--- src/rtl/i2c_target_regs.sv ---
// i2c_target_regs: I2C target at TARGET_ADDR exposing a byte-wide register port
// with an auto-incrementing, transaction-persistent register pointer.
module i2c_target_regs #(
  parameter logic [6:0] TARGET_ADDR = 7'h28
) (
  input  logic       i_Clk,
  input  logic       i_Rst,
  input  logic       i_SCL,
  input  logic       i_SDA,
  output logic       o_SDA_OE,
  output logic [7:0] o_Reg_Addr,
  output logic [7:0] o_Wr_Data,
  output logic       o_Wr_En,
  output logic       o_Rd_Req,
  input  logic [7:0] i_Rd_Data,
  output logic       o_Busy
);
  typedef enum logic [3:0] {
    IDLE, ADDR, IGNORE, ADDR_ACK, PTR, PTR_ACK, WR_BYTE, WR_ACK, RD_BYTE, RD_ACK
  } state_t;
  state_t state_q, state_d;
  logic [2:0] scl_q, scl_d, sda_q, sda_d;
  logic [3:0] cnt_q, cnt_d;
  logic [7:0] sr_q, sr_d, ptr_q, ptr_d, wdata_q, wdata_d;
  logic oe_q, oe_d, wr_en_q, wr_en_d, rd_req_q, rd_req_d;
  logic busy_q, busy_d, rw_q, rw_d, ptr_set_q, ptr_set_d;
  logic scl_rise, scl_fall, start_c, stop_c;
  logic [7:0] rx_byte;
  // bit [1] is the synchronized pin, bit [2] its one-cycle history
  assign scl_rise = scl_q[1] & ~scl_q[2];
  assign scl_fall = ~scl_q[1] & scl_q[2];
  assign start_c  = scl_q[1] & scl_q[2] & sda_q[2] & ~sda_q[1];
  assign stop_c   = scl_q[1] & scl_q[2] & ~sda_q[2] & sda_q[1];
  assign rx_byte  = {sr_q[6:0], sda_q[1]};
  assign o_SDA_OE   = oe_q;
  assign o_Reg_Addr = ptr_q;
  assign o_Wr_Data  = wdata_q;
  assign o_Wr_En    = wr_en_q;
  assign o_Rd_Req   = rd_req_q;
  assign o_Busy     = busy_q;
  always_comb begin
    scl_d     = {scl_q[1:0], i_SCL};
    sda_d     = {sda_q[1:0], i_SDA};
    state_d   = state_q;
    cnt_d     = cnt_q;
    sr_d      = rd_req_q ? i_Rd_Data : sr_q;
    ptr_d     = (wr_en_q || rd_req_q) ? ptr_q + 8'd1 : ptr_q;
    wdata_d   = wdata_q;
    oe_d      = oe_q;
    wr_en_d   = 1'b0;
    rd_req_d  = 1'b0;
    busy_d    = busy_q;
    rw_d      = rw_q;
    ptr_set_d = ptr_set_q;
    if (stop_c) begin
      state_d   = IDLE;
      oe_d      = 1'b0;
      busy_d    = 1'b0;
      ptr_set_d = 1'b0;
    end else if (start_c) begin
      state_d = ADDR;
      cnt_d   = 4'd0;
      oe_d    = 1'b0;
    end else begin
      case (state_q)
        ADDR, PTR, WR_BYTE: begin
          if (scl_rise) begin
            sr_d  = rx_byte;
            cnt_d = cnt_q + 4'd1;
            if (cnt_q == 4'd7 && state_q == ADDR) begin
              state_d = (rx_byte[7:1] == TARGET_ADDR) ? ADDR : IGNORE;
              busy_d  = busy_q | (rx_byte[7:1] == TARGET_ADDR);
              rw_d    = rx_byte[0];
            end
            if (cnt_q == 4'd7 && state_q == PTR) begin
              ptr_d     = rx_byte;
              ptr_set_d = 1'b1;
            end
            if (cnt_q == 4'd7 && state_q == WR_BYTE) begin
              wdata_d = rx_byte;
              wr_en_d = 1'b1;
            end
          end else if (scl_fall && cnt_q == 4'd8) begin
            state_d = (state_q == ADDR) ? ADDR_ACK : (state_q == PTR) ? PTR_ACK : WR_ACK;
            oe_d    = 1'b1;
            cnt_d   = 4'd0;
          end
        end
        ADDR_ACK: begin
          rd_req_d = scl_rise & rw_q;
          if (scl_fall) begin
            state_d = rw_q ? RD_BYTE : ptr_set_q ? WR_BYTE : PTR;
            oe_d    = rw_q & ~sr_q[7];
          end
        end
        PTR_ACK, WR_ACK: begin
          if (scl_fall) begin
            state_d = WR_BYTE;
            oe_d    = 1'b0;
          end
        end
        RD_BYTE: begin
          if (scl_rise) cnt_d = cnt_q + 4'd1;
          else if (scl_fall && cnt_q == 4'd8) begin
            state_d = RD_ACK;
            oe_d    = 1'b0;
            cnt_d   = 4'd0;
          end else if (scl_fall) begin
            sr_d = {sr_q[6:0], 1'b0};
            oe_d = ~sr_q[6];
          end
        end
        RD_ACK: begin
          // controller NACK ends the read burst; ACK fetches the next register
          if (scl_rise) begin
            state_d  = sda_q[1] ? IGNORE : RD_ACK;
            rd_req_d = ~sda_q[1];
          end else if (scl_fall) begin
            state_d = RD_BYTE;
            oe_d    = ~sr_q[7];
          end
        end
        default: oe_d = 1'b0;
      endcase
    end
  end
  always_ff @(posedge i_Clk or posedge i_Rst) begin
    if (i_Rst) begin
      scl_q     <= 3'b111;
      sda_q     <= 3'b111;
      state_q   <= IDLE;
      cnt_q     <= 4'd0;
      sr_q      <= 8'h00;
      ptr_q     <= 8'h00;
      wdata_q   <= 8'h00;
      oe_q      <= 1'b0;
      wr_en_q   <= 1'b0;
      rd_req_q  <= 1'b0;
      busy_q    <= 1'b0;
      rw_q      <= 1'b0;
      ptr_set_q <= 1'b0;
    end else begin
      scl_q     <= scl_d;
      sda_q     <= sda_d;
      state_q   <= state_d;
      cnt_q     <= cnt_d;
      sr_q      <= sr_d;
      ptr_q     <= ptr_d;
      wdata_q   <= wdata_d;
      oe_q      <= oe_d;
      wr_en_q   <= wr_en_d;
      rd_req_q  <= rd_req_d;
      busy_q    <= busy_d;
      rw_q      <= rw_d;
      ptr_set_q <= ptr_set_d;
    end
  end
endmodule

--- config.mk ---
export PLATFORM = sky130hd
export DESIGN_NAME = i2c_target_regs
export DESIGN_NICKNAME = d
export VERILOG_FILES = /design/src/rtl/i2c_target_regs.sv
export SDC_FILE = /design/constraint.sdc
export NUM_CORES = 1
export LEC_CHECK = 0
export BUFFER_PORTS_ARGS = -buffer_cell sky130_fd_sc_hd__buf_2
export CORE_ASPECT_RATIO = 0.8
export CORE_MARGIN = 10
export CORE_UTILIZATION = 62
export DETAILED_ROUTE_END_ITERATION = 10
export PLACE_DENSITY = 0.86
export SETUP_SLACK_MARGIN = 0.05
export SLEW_MARGIN = 20
export SYNTH_ARGS = -nofsm -noshare
export SYNTH_HDL_FRONTEND = slang
export SYNTH_SLANG_ARGS = --single-unit
export TNS_END_PERCENT = 100
--- constraint.sdc ---
create_clock -name i_Clk -period 6.25 [get_ports i_Clk]
set_input_delay 1.25 -clock i_Clk [delete_from_list [all_inputs] [get_ports i_Clk]]
set_output_delay 1.25 -clock i_Clk [all_outputs]
set_load 0.02 [all_outputs]
==> results.json, run 1 <==
{
  "outcome": "completed",
  "cts_made_buffers": 5,
  "multi_input_area_um2": 1310,
  "io_buffers": 31,
  "grtUsageTotal_pct": 16.3,
  "ys_types": 62,
  "vias": 2040,
  "ctsRootBufferMaster": "clkbuf_8",
  "relSlewSlack_pct": 38.9,
  "seq_area_frac_synth_pct": 44.1,
  "path_clk_slew_ns": 0.07,
  "gp_congestion": 0.959,
  "placed_cells": 321,
  "cts_setup_buffers": 0,
  "final-instance-count-excl-fill": 329,
  "synth_seq_cells": 44,
  "syn-instance-count": 245,
  "totalPowerFinal_w": 0.000940,
  "final_core_util_pct": 72.3,
  "syn_area_um2": 2510,
  "firstDrtPassIters": 5,
  "cts_resized": 0,
  "start_util_pct": 65.3,
  "layout_commonest_cell": "dfrtp_1",
  "cts_tree": "yes",
  "crit_fanout": 15,
  "syn_area_per_cell_um2": 10.3,
  "yosysWarnings": 0,
  "period_needed_ns": 2.63,
  "hpwl_um": 4220,
  "grt_max_degree": 45,
  "io_pins": 32,
  "final_cell_mix": "dfrtp_1 (38), buf_2 (31), mux2_2 (24)",
  "synth_edf_count": 0,
  "vdd_drop_max_mv": 0.240,
  "hold_viol_final": 0,
  "critPathRequiredTime_ns": 6.43,
  "ant_nets": 0,
  "dieArea_um2": 7020,
  "cts.sinks": 44,
  "fin_worst_skew_ns": 0.00608,
  "synthTopCellsByArea": "dfrtp_1 (38%), mux2_2 (11%), dfstp_2 (6.3%)",
  "netlist.area_leader.share_pct": 37.8,
  "worstHoldPathCells": 0,
  "grt_pass1_vias": 1983,
  "remaining_drc_errors": 0,
  "async_flop_share_pct": 100,
  "setup_viol": 0,
  "setup_tns_ns": 0,
  "synth_flop_cell": "dfrtp_1",
  "cp_cell_sequence": "ha_1 -> clkinv_1 -> nor2_1 -> and3_1 -> mux2_2",
  "synthesis.nets": 263,
  "routed_wl_um": 5710,
  "maxCapViolCount": 0,
  "cp.arrival_ns": 2.81,
  "htreeDepth": 2,
  "via_per_inst": 6.20,
  "antennaDiodeCount": 0,
  "worst_pin_slew_ns": 0.907,
  "antenna_found_initial": 0,
  "postCtsHoldBufs": 0,
  "timing.fmax_mhz": 380,
  "nets": 291,
  "drv_slew": 0,
  "initialDrtViolationCount": 201,
  "power_density_nw_per_um2": 337,
  "nFillCells": 294,
  "min_path_type": "reg2reg",
  "seqCellArea_um2": 1110,
  "synth_top_cell_by_area": "dfrtp_1",
  "syn_to_final_growth_pct": 10.8,
  "layout-drive-gt1-share_pct": 28.1,
  "startpoint_type": "flop",
  "cts_buffer_depth": 2,
  "cpMaxStageDelayCell": "dfstp_2",
  "fp.dieW_um": 91.2,
  "fin_crit_sh_pct": 42.1,
  "worst-r2r-cell-count": 5,
  "power_leakage_nw": 1.28,
  "num_rows": 20,
  "fp.coreArea_um2": 3850,
  "end_kind": "flop",
  "critPathMaxStageDelay_ns": 0.56,
  "grt_setup_unrepaired": "no",
  "critPathKind": "reg2reg",
  "wl_per_cell_um": 17.3,
  "clk_latency_ns": 0.30,
  "die_y_um": 77.0,
  "grt_pass1_wl_um": 9510,
  "gr-total-overflow": 0
}
## worst paths after layout
check / start / endpoint / slack (ns)
max reg2reg: scl_q[1] / o_Wr_Data[0] / 3.62
max: scl_q[1] / o_Wr_Data[0] / 3.62
min in group asynchronous: i_Rst / o_Wr_Data[2] / 1.07
min: scl_q[0] / scl_q[1] / 0.36
min reg2reg: scl_q[0] / scl_q[1] / 0.36
max in group asynchronous: i_Rst / sda_q[1] / 4.81
## where the power goes
group	switching [W]	internal, W
sequential	0.000105	0.000330
clock	0.0000938	0.0000898
combinational	0.000162	0.000160
total	0.000360	0.000580
## cell usage after synthesis, types with 2 or more instances
library cell and number:
buf_2 6, and3_1 3, nor2b_1 4, mux2_2 24, ha_1 6, nor3b_1 2, o21ai_0 9, nand3_1 7
xnor2_1 2, o2111ai_1 3, nor4_1 5, a21oi_1 16, o2bb2ai_1 2, or3_1 3, dfrtp_1 38, nand2_1 17
nor4bb_1 2, nor2_1 16, a211oi_1 2, nand4_1 2, xor2_1 6, clkbuf_1 3, nor3_1 3, o21a_1 3
a22o_1 2, nand2b_1 3, dfstp_2 6, o211ai_1 3, mux2i_1 2, inv_1 10, a31oi_1 4
## kinds of logic after synthesis
| kind of cell | after synthesis | synth area share [%] |
|---|---|---|
| adders and majority gates | 6 | 2.98 |
| and+or+nand+nor | 81 | 19.1 |
| buffers and inverters | 22 | 3.73 |
| xor gates and xnor gates | 8 | 2.79 |
| DFF | 44 | 44.1 |
| AOI/OAI and AO/OA | 57 | 15.3 |
| muxes | 27 | 12.0 |
## registers in the layout (all words and copies together) (netlist names)
signal	count
cnt_q	4
o_Busy	1
o_Rd_Req	1
o_Reg_Addr	8
o_SDA_OE	1
o_Wr_Data	8
o_Wr_En	1
ptr_set_q	1
rw_q	1
scl_q	3
sda_q	3
sr_q	8
state_q	4
## layer usage
metal  wire length (um)  up-vias  part of all wire [%]  GRT usage, %
met4                 65        0                   1.1          4.69
li1                   -      953                     -             -
met2               2410       98                    42          22.5
met1               2660      979                    47          22.8
met3                569       10                    10          6.13
met5                  0        -                     0             0
## final cells by class
type / instances / area share, %
clock buffers: 7 / 3.10
flip-flops and latches: 44 / 39.8
well taps: 55 / 2.47
clock inverters: 1 / 0.269
repair buffers: 32 / 5.83
inverters: 11 / 1.48
multi-input cells: 179 / 47.1
## metrics by stage
step                      hold slack [ns]  setup slack [ns]  instance area [um2]
after global placement              0.348              3.68                 2690
after floorplan                     0.345              3.98                 2510
final                               0.358              3.62                 2790
after global routing                0.363              3.46                 2790
after detailed placement            0.347              3.68                 2690
after CTS                           0.359              3.65                 2790
## critical path: cells and delay by family, from the launching register on
kind          cells  cell delay [ns]
mux               1             0.39
flops             1             0.56
fa+ha+maj         1             0.48
simple gates      2             0.68
buf+inv           1             0.41
Note: power is estimated with default switching activity, not from simulation.
==> run 2: changes to the inputs <==
--- a/config.mk
+++ b/config.mk
@@ -8,9 +8,9 @@
 export BUFFER_PORTS_ARGS = -buffer_cell sky130_fd_sc_hd__buf_2
 export CORE_ASPECT_RATIO = 0.8
 export CORE_MARGIN = 10
-export CORE_UTILIZATION = 62
+export CORE_UTILIZATION = 52
 export DETAILED_ROUTE_END_ITERATION = 10
-export PLACE_DENSITY = 0.86
+export PLACE_DENSITY = 0.77
 export SETUP_SLACK_MARGIN = 0.05
 export SLEW_MARGIN = 20
 export SYNTH_ARGS = -nofsm -noshare
==> constraint.sdc (replaced) <==
create_clock -name i_Clk -period 2.3 [get_ports i_Clk]
set_input_delay 0.46 -clock i_Clk [delete_from_list [all_inputs] [get_ports i_Clk]]
set_output_delay 0.46 -clock i_Clk [all_outputs]
set_load 0.02 [all_outputs]
==> run 2 against run 1 <==
Against the previous run:
- wire length up 4.9%
- sequential power increased to 2.6 times the previous value
- count of clock-buffer cells in the layout down 1
- cell area up 8.4%
- clock power increased to 3.3 times the previous value
- critical path type unchanged
- first-iteration DRC count up 6.5%
- via count grew 2.2%
- final cell count up 6.4%
- clock skew increased by 0.0066 ns
- non-clock buffer count is 16 higher
- critical path depth grew 2
- fmax grew 20%
==> results.json, run 2 (synthesis results as in run 1) <==
{
  "outcome": "completed",
  "grt_max_degree": 45,
  "cp_top_family": "compound AO/OA/AOI/OAI gates",
  "dieArea_um2": 8040,
  "final_cell_mix": "dfrtp_1 (38), buf_2 (31), mux2_2 (24)",
  "grt_pass1_wl_um": 9910,
  "hold_viol_final": 0,
  "gr-total-overflow": 0,
  "layout_commonest_cell": "dfrtp_1",
  "end_kind": "flop",
  "ctsRootBufferMaster": "clkbuf_8",
  "start_util_pct": 54.4,
  "initialDrtViolationCount": 214,
  "wl_per_cell_um": 17.1,
  "fin_worst_skew_ns": 0.0127,
  "cp_cell_sequence": "inv_2 -> ha_4 -> buf_8 -> o211ai_1 -> a221oi_4 -> or3_4 -> o311a_1",
  "worst_pin_slew_ns": 0.524,
  "critPathRequiredTime_ns": 2.47,
  "r2r_slack_ns": 0.10,
  "fp.coreArea_um2": 4620,
  "setup_tns_ns": 0,
  "grt_pass1_vias": 2023,
  "htreeDepth": 2,
  "layout-drive-gt1-share_pct": 35.5,
  "hpwl_um": 4510,
  "setup_viol": 0,
  "firstDrtPassIters": 6,
  "nets": 307,
  "power_density_nw_per_um2": 952,
  "nFillCells": 361,
  "io_buffers": 31,
  "antenna_found_initial": 0,
  "cpMaxStageDelayCell": "dfstp_2",
  "period_needed_ns": 2.20,
  "cts.sinks": 44,
  "drv_slew": 0,
  "startpoint_type": "flop",
  "cts_tree": "yes",
  "antennaDiodeCount": 0,
  "critPathMaxStageDelay_ns": 0.57,
  "grtUsageTotal_pct": 15.0,
  "crit_fanout": 5,
  "syn_to_final_growth_pct": 20.2,
  "remaining_drc_errors": 0,
  "postCtsHoldBufs": 0,
  "num_rows": 22,
  "cp.arrival_ns": 2.36,
  "maxCapViolCount": 0,
  "ant_nets": 0,
  "min_path_type": "in2reg",
  "io_pins": 32,
  "vdd_drop_max_mv": 0.888,
  "power_leakage_nw": 1.39,
  "fp.dieW_um": 97.8,
  "crit_buf_inv": 2,
  "cts_buffer_depth": 2,
  "routed_wl_um": 5990,
  "fin_crit_sh_pct": 95.5,
  "final_core_util_pct": 65.4,
  "critPathKind": "reg2reg",
  "final-instance-count-excl-fill": 350,
  "clk_latency_ns": 0.30,
  "die_y_um": 82.2,
  "gp_congestion": 1.04,
  "placed_cells": 339,
  "cts_made_buffers": 5,
  "vias": 2084,
  "via_per_inst": 5.95,
  "path_clk_slew_ns": 0.08,
  "timing.fmax_mhz": 455,
  "relSlewSlack_pct": 65.1,
  "grt_setup_unrepaired": "yes"
}
run 2: path summary, 6_finish.rpt:
| kind | from | endpoint | cells past startpoint |
|---|---|---|---|
| worst max-delay path | scl_q[2] | state_q[2] | 7 |
| worst min-delay path | i_SCL | scl_q[0] | 1 |
| worst max register to register | scl_q[2] | state_q[2] | 7 |
| worst min register to register | scl_q[0] | scl_q[1] | 0 |
| max in group asynchronous | i_Rst | state_q[3] | 3 |
| min in group asynchronous | i_Rst | o_Busy | 3 |
run 2: report_power, final:
group	leakage (nW)	internal, W	switching, W	total [W]
clock network	0.0614	0.000355	0.000256	0.000611
logic	0.757	0.000571	0.000587	0.00116
registers	0.575	0.000900	0.000210	0.00111
total	1.39	0.00183	0.00105	0.00288
run 2: stage by stage:
step | hold slack [ns] | worst slack (ns) | instance area (um2) | total power, W
3_3_place_gp | 0.348 | 0.183 | 2800 | 0.00212
4_1_cts | 0.252 | 0.108 | 2920 | 0.00276
5_1_grt | 0.240 | 0.0261 | 3020 | 0.00306
6_report | 0.258 | 0.104 | 3020 | 0.00288
3_5_place_dp | 0.348 | 0.122 | 2800 | 0.00214
2_1_floorplan | 0.345 | 0.269 | 2510 | 0.00183
run 2: area by class of cell:
cell class                 instances  area (um2)  share of cell area, %
timing repair buffer              48         290                   9.60
clock inverter                     2        38.8                   1.28
multi-input combinational        179        1390                   45.9
tap                               60        75.1                   2.48
inverter                          11        41.3                   1.37
clock buffer                       6        82.6                   2.73
sequential                        44        1110                   36.7
run 2: worst register-to-register path, cell delays in order, from the launching register on:
cell and delay [ns]:
dfstp_2 0.57, inv_2 0.05, ha_4 0.16, buf_8 0.11, o211ai_1 0.26, a221oi_4 0.14
or3_4 0.41, o311a_1 0.36
run 2: metal layers:
layer	track usage (%)	vias up	share of wire, %
met2	22.4	84	44
met5	0	-	0
met1	20.4	995	46
met3	4.65	8	8.7
li1	-	997	-
met4	4.49	0	1.3
run 2: timing repair:
action,CTS,global route
resized for setup,0,15
setup buffers,0,3
endpoints found under the setup margin,0,11
==> run 3: changes to the inputs <==
--- a/config.mk
+++ b/config.mk
@@ -5,10 +5,12 @@
 export SDC_FILE = /design/constraint.sdc
 export NUM_CORES = 1
 export LEC_CHECK = 0
+export ABC_AREA = 1
 export BUFFER_PORTS_ARGS = -buffer_cell sky130_fd_sc_hd__buf_2
 export CORE_ASPECT_RATIO = 0.8
 export CORE_MARGIN = 10
 export CORE_UTILIZATION = 52
+export CTS_CLUSTER_DIAMETER = 200
 export DETAILED_ROUTE_END_ITERATION = 10
 export PLACE_DENSITY = 0.77
 export SETUP_SLACK_MARGIN = 0.05
==> run 3 against run 2 <==
Against the previous run:
- sequential power fell by 13%
- combinational power fell by 20%
- clock skew fell by 0.0037 ns
- critical path depth rose by 3
- critical path type unchanged
- critical endpoint is now state_q[1]
- largest power group is now registers
==> results.json, run 3 <==
{
  "synthTopCellsByArea": "dfrtp_1 (37%), nand2_1 (13%), dfstp_2 (6.2%)",
  "ant_nets": 0,
  "cts_resized": 0,
  "syn_area_um2": 2550,
  "antennaDiodeCount": 0,
  "nets": 378,
  "critPathRequiredTime_ns": 2.49,
  "initialDrtViolationCount": 160,
  "end_kind": "flop",
  "setup_viol": 0,
  "htreeDepth": 2,
  "remaining_drc_errors": 0,
  "firstDrtPassIters": 4,
  "routed_wl_um": 5770,
  "synth-xor-area-share_pct": 1.37,
  "fp.coreArea_um2": 4680,
  "ctsRootBufferMaster": "clkbuf_8",
  "io_buffers": 31,
  "grt_max_degree": 45,
  "drv_slew": 0,
  "synth_flop_cell": "dfrtp_1",
  "start_util_pct": 54.6,
  "grt_use_met1_pct": 20.3,
  "grt_pass1_vias": 2117,
  "via_per_inst": 5.32,
  "syn-instance-count": 326,
  "final_cell_area_um2": 2870,
  "placed_area_um2": 2750,
  "gr-total-overflow": 0,
  "synthSimpleGateAreaFrac_pct": 32.2,
  "grtUsageTotal_pct": 14.6,
  "yosysMostFrequentCell": "nand2_1",
  "grt_setup_unrepaired": "no",
  "synth_compound_area_share_pct": 12.5,
  "cp.arrival_ns": 2.20,
  "critPathMaxStageDelay_ns": 0.57,
  "gp_congestion": 0.907,
  "cp_cell_sequence": "ha_1 -> nand3_2 -> nand2_4 -> nor2_4 -> nand3_1 -> nand2_1 -> nor2_2 -> nand2_2 -> nand2_1 -> nand2_1",
  "use_met2_pct": 22.2,
  "crit_fanout": 7,
  "synth_top_cell_by_area": "dfrtp_1",
  "critPathKind": "reg2reg",
  "timing.fmax_mhz": 497,
  "vdd_drop_max_mv": 0.467,
  "cpMostUsedCell": "nand2_1",
  "vias": 2240,
  "hpwl_um": 4460,
  "grt.busiest_layer": "met2",
  "syn_to_final_growth_pct": 12.2,
  "dieArea_um2": 8130,
  "ys_types": 32,
  "synth.area.mux_share_pct": 0,
  "wl_per_cell_um": 13.7,
  "num_rows": 22,
  "layout_commonest_cell": "nand2_1",
  "synth_top_family_by_area": "simple AND/OR/NAND/NOR gates",
  "postCtsHoldBufs": 0,
  "cts.sinks": 44,
  "power_leakage_nw": 1.42,
  "power_density_nw_per_um2": 875,
  "clk_latency_ns": 0.30,
  "synth_edf_count": 0,
  "synthesis.nets": 344,
  "layout-drive-gt1-share_pct": 22.4,
  "worst_pin_slew_ns": 0.539,
  "synth_seq_cells": 44,
  "grt_pass1_wl_um": 9800,
  "min_path_type": "in2reg",
  "syn_area_per_cell_um2": 7.84,
  "cts_made_buffers": 5,
  "outcome": "completed",
  "cts_buffer_depth": 2,
  "fin_worst_skew_ns": 0.00897,
  "io_pins": 32,
  "setup_tns_ns": 0,
  "seq_area_frac_synth_pct": 43.4,
  "period_needed_ns": 2.01,
  "maxCapViolCount": 0,
  "grtUsageMet3_pct": 3.73,
  "netlist.area_leader.share_pct": 37.2,
  "hold_viol_final": 0,
  "yosysWarnings": 0,
  "cpMaxStageDelayCell": "dfstp_2",
  "fin_crit_sh_pct": 87.4,
  "fp.dieW_um": 98.4,
  "die_y_um": 82.7,
  "final_cell_mix": "nand2_1 (87), dfrtp_1 (38), inv_1 (35)",
  "cts_tree": "yes",
  "cts_setup_buffers": 0,
  "synthAdderAreaFrac_pct": 2.94,
  "antenna_found_initial": 0,
  "async_flop_share_pct": 100,
  "startpoint_type": "flop",
  "path_clk_slew_ns": 0.08,
  "relSlewSlack_pct": 64.1,
  "netlist_top_cells_count": "nand2_1 (87), dfrtp_1 (38), inv_1 (36)"
}
[run 3: path summary, 6_finish.rpt]
path / endpoint / startpoint / depth (start not counted) / slack [ns]
setup / recovery: state_q[1] / scl_q[1] / 10 / 0.29
hold / removal: sda_q[0] / i_SDA / 1 / 0.26
setup reg to reg: state_q[1] / scl_q[1] / 10 / 0.29
hold reg to reg: sda_q[1] / sda_q[0] / 0 / 0.36
max in group asynchronous: sda_q[0] / i_Rst / 3 / 1.64
min in group asynchronous: cnt_q[3] / i_Rst / 3 / 0.28
[run 3: metal layers]
layer / part of all wire (%) / wire (um)
met4: 0.64 / 37
met5: 0 / 0
met1: 52 / 2980
met2: 43 / 2480
met3: 4.7 / 273
[run 3: where the power goes]
part / internal (W) / switching [W]
Clock: 0.000327 / 0.000276
Sequential: 0.000875 / 0.0000964
Combinational: 0.000293 / 0.000640
[run 3: metrics by stage]
stage / instances / power (W) / worst slack, ns / util, % / hold slack (ns)
global route: 421 / 0.00270 / 0.126 / 61.3 / 0.245
finish: 421 / 0.00251 / 0.289 / 61.3 / 0.258
detailed placement: 413 / 0.00191 / 0.333 / 58.8 / 0.348
floorplan: 326 / 0.00175 / 0.592 / - / 0.345
CTS: 421 / 0.00251 / 0.313 / 61.3 / 0.253
global placement: 413 / 0.00189 / 0.360 / 58.8 / 0.345
[run 3: final cells by class]
cell class,count,area [um2]
Inverter,39,146
Sequential cell,44,1110
Tap cell,60,75.1
Clock inverter,3,46.3
Clock buffer,5,68.8
Timing Repair Buffer,33,170
Fill cell,420,1810
Multi-Input combinational cell,237,1250
[run 3: critical path: cells and delay by family, from the launching register on]
kind,cells,cell delay [ns]
fa+ha+maj,1,0.28
flops,1,0.57
simple gates,9,1.05
[run 3: kinds of logic after synthesis]
logic type | count (synthesis)
simple gates | 171
fa+ha+maj | 6
flops | 44
xor+xnor | 4
buf+inv | 45
compound gates | 56
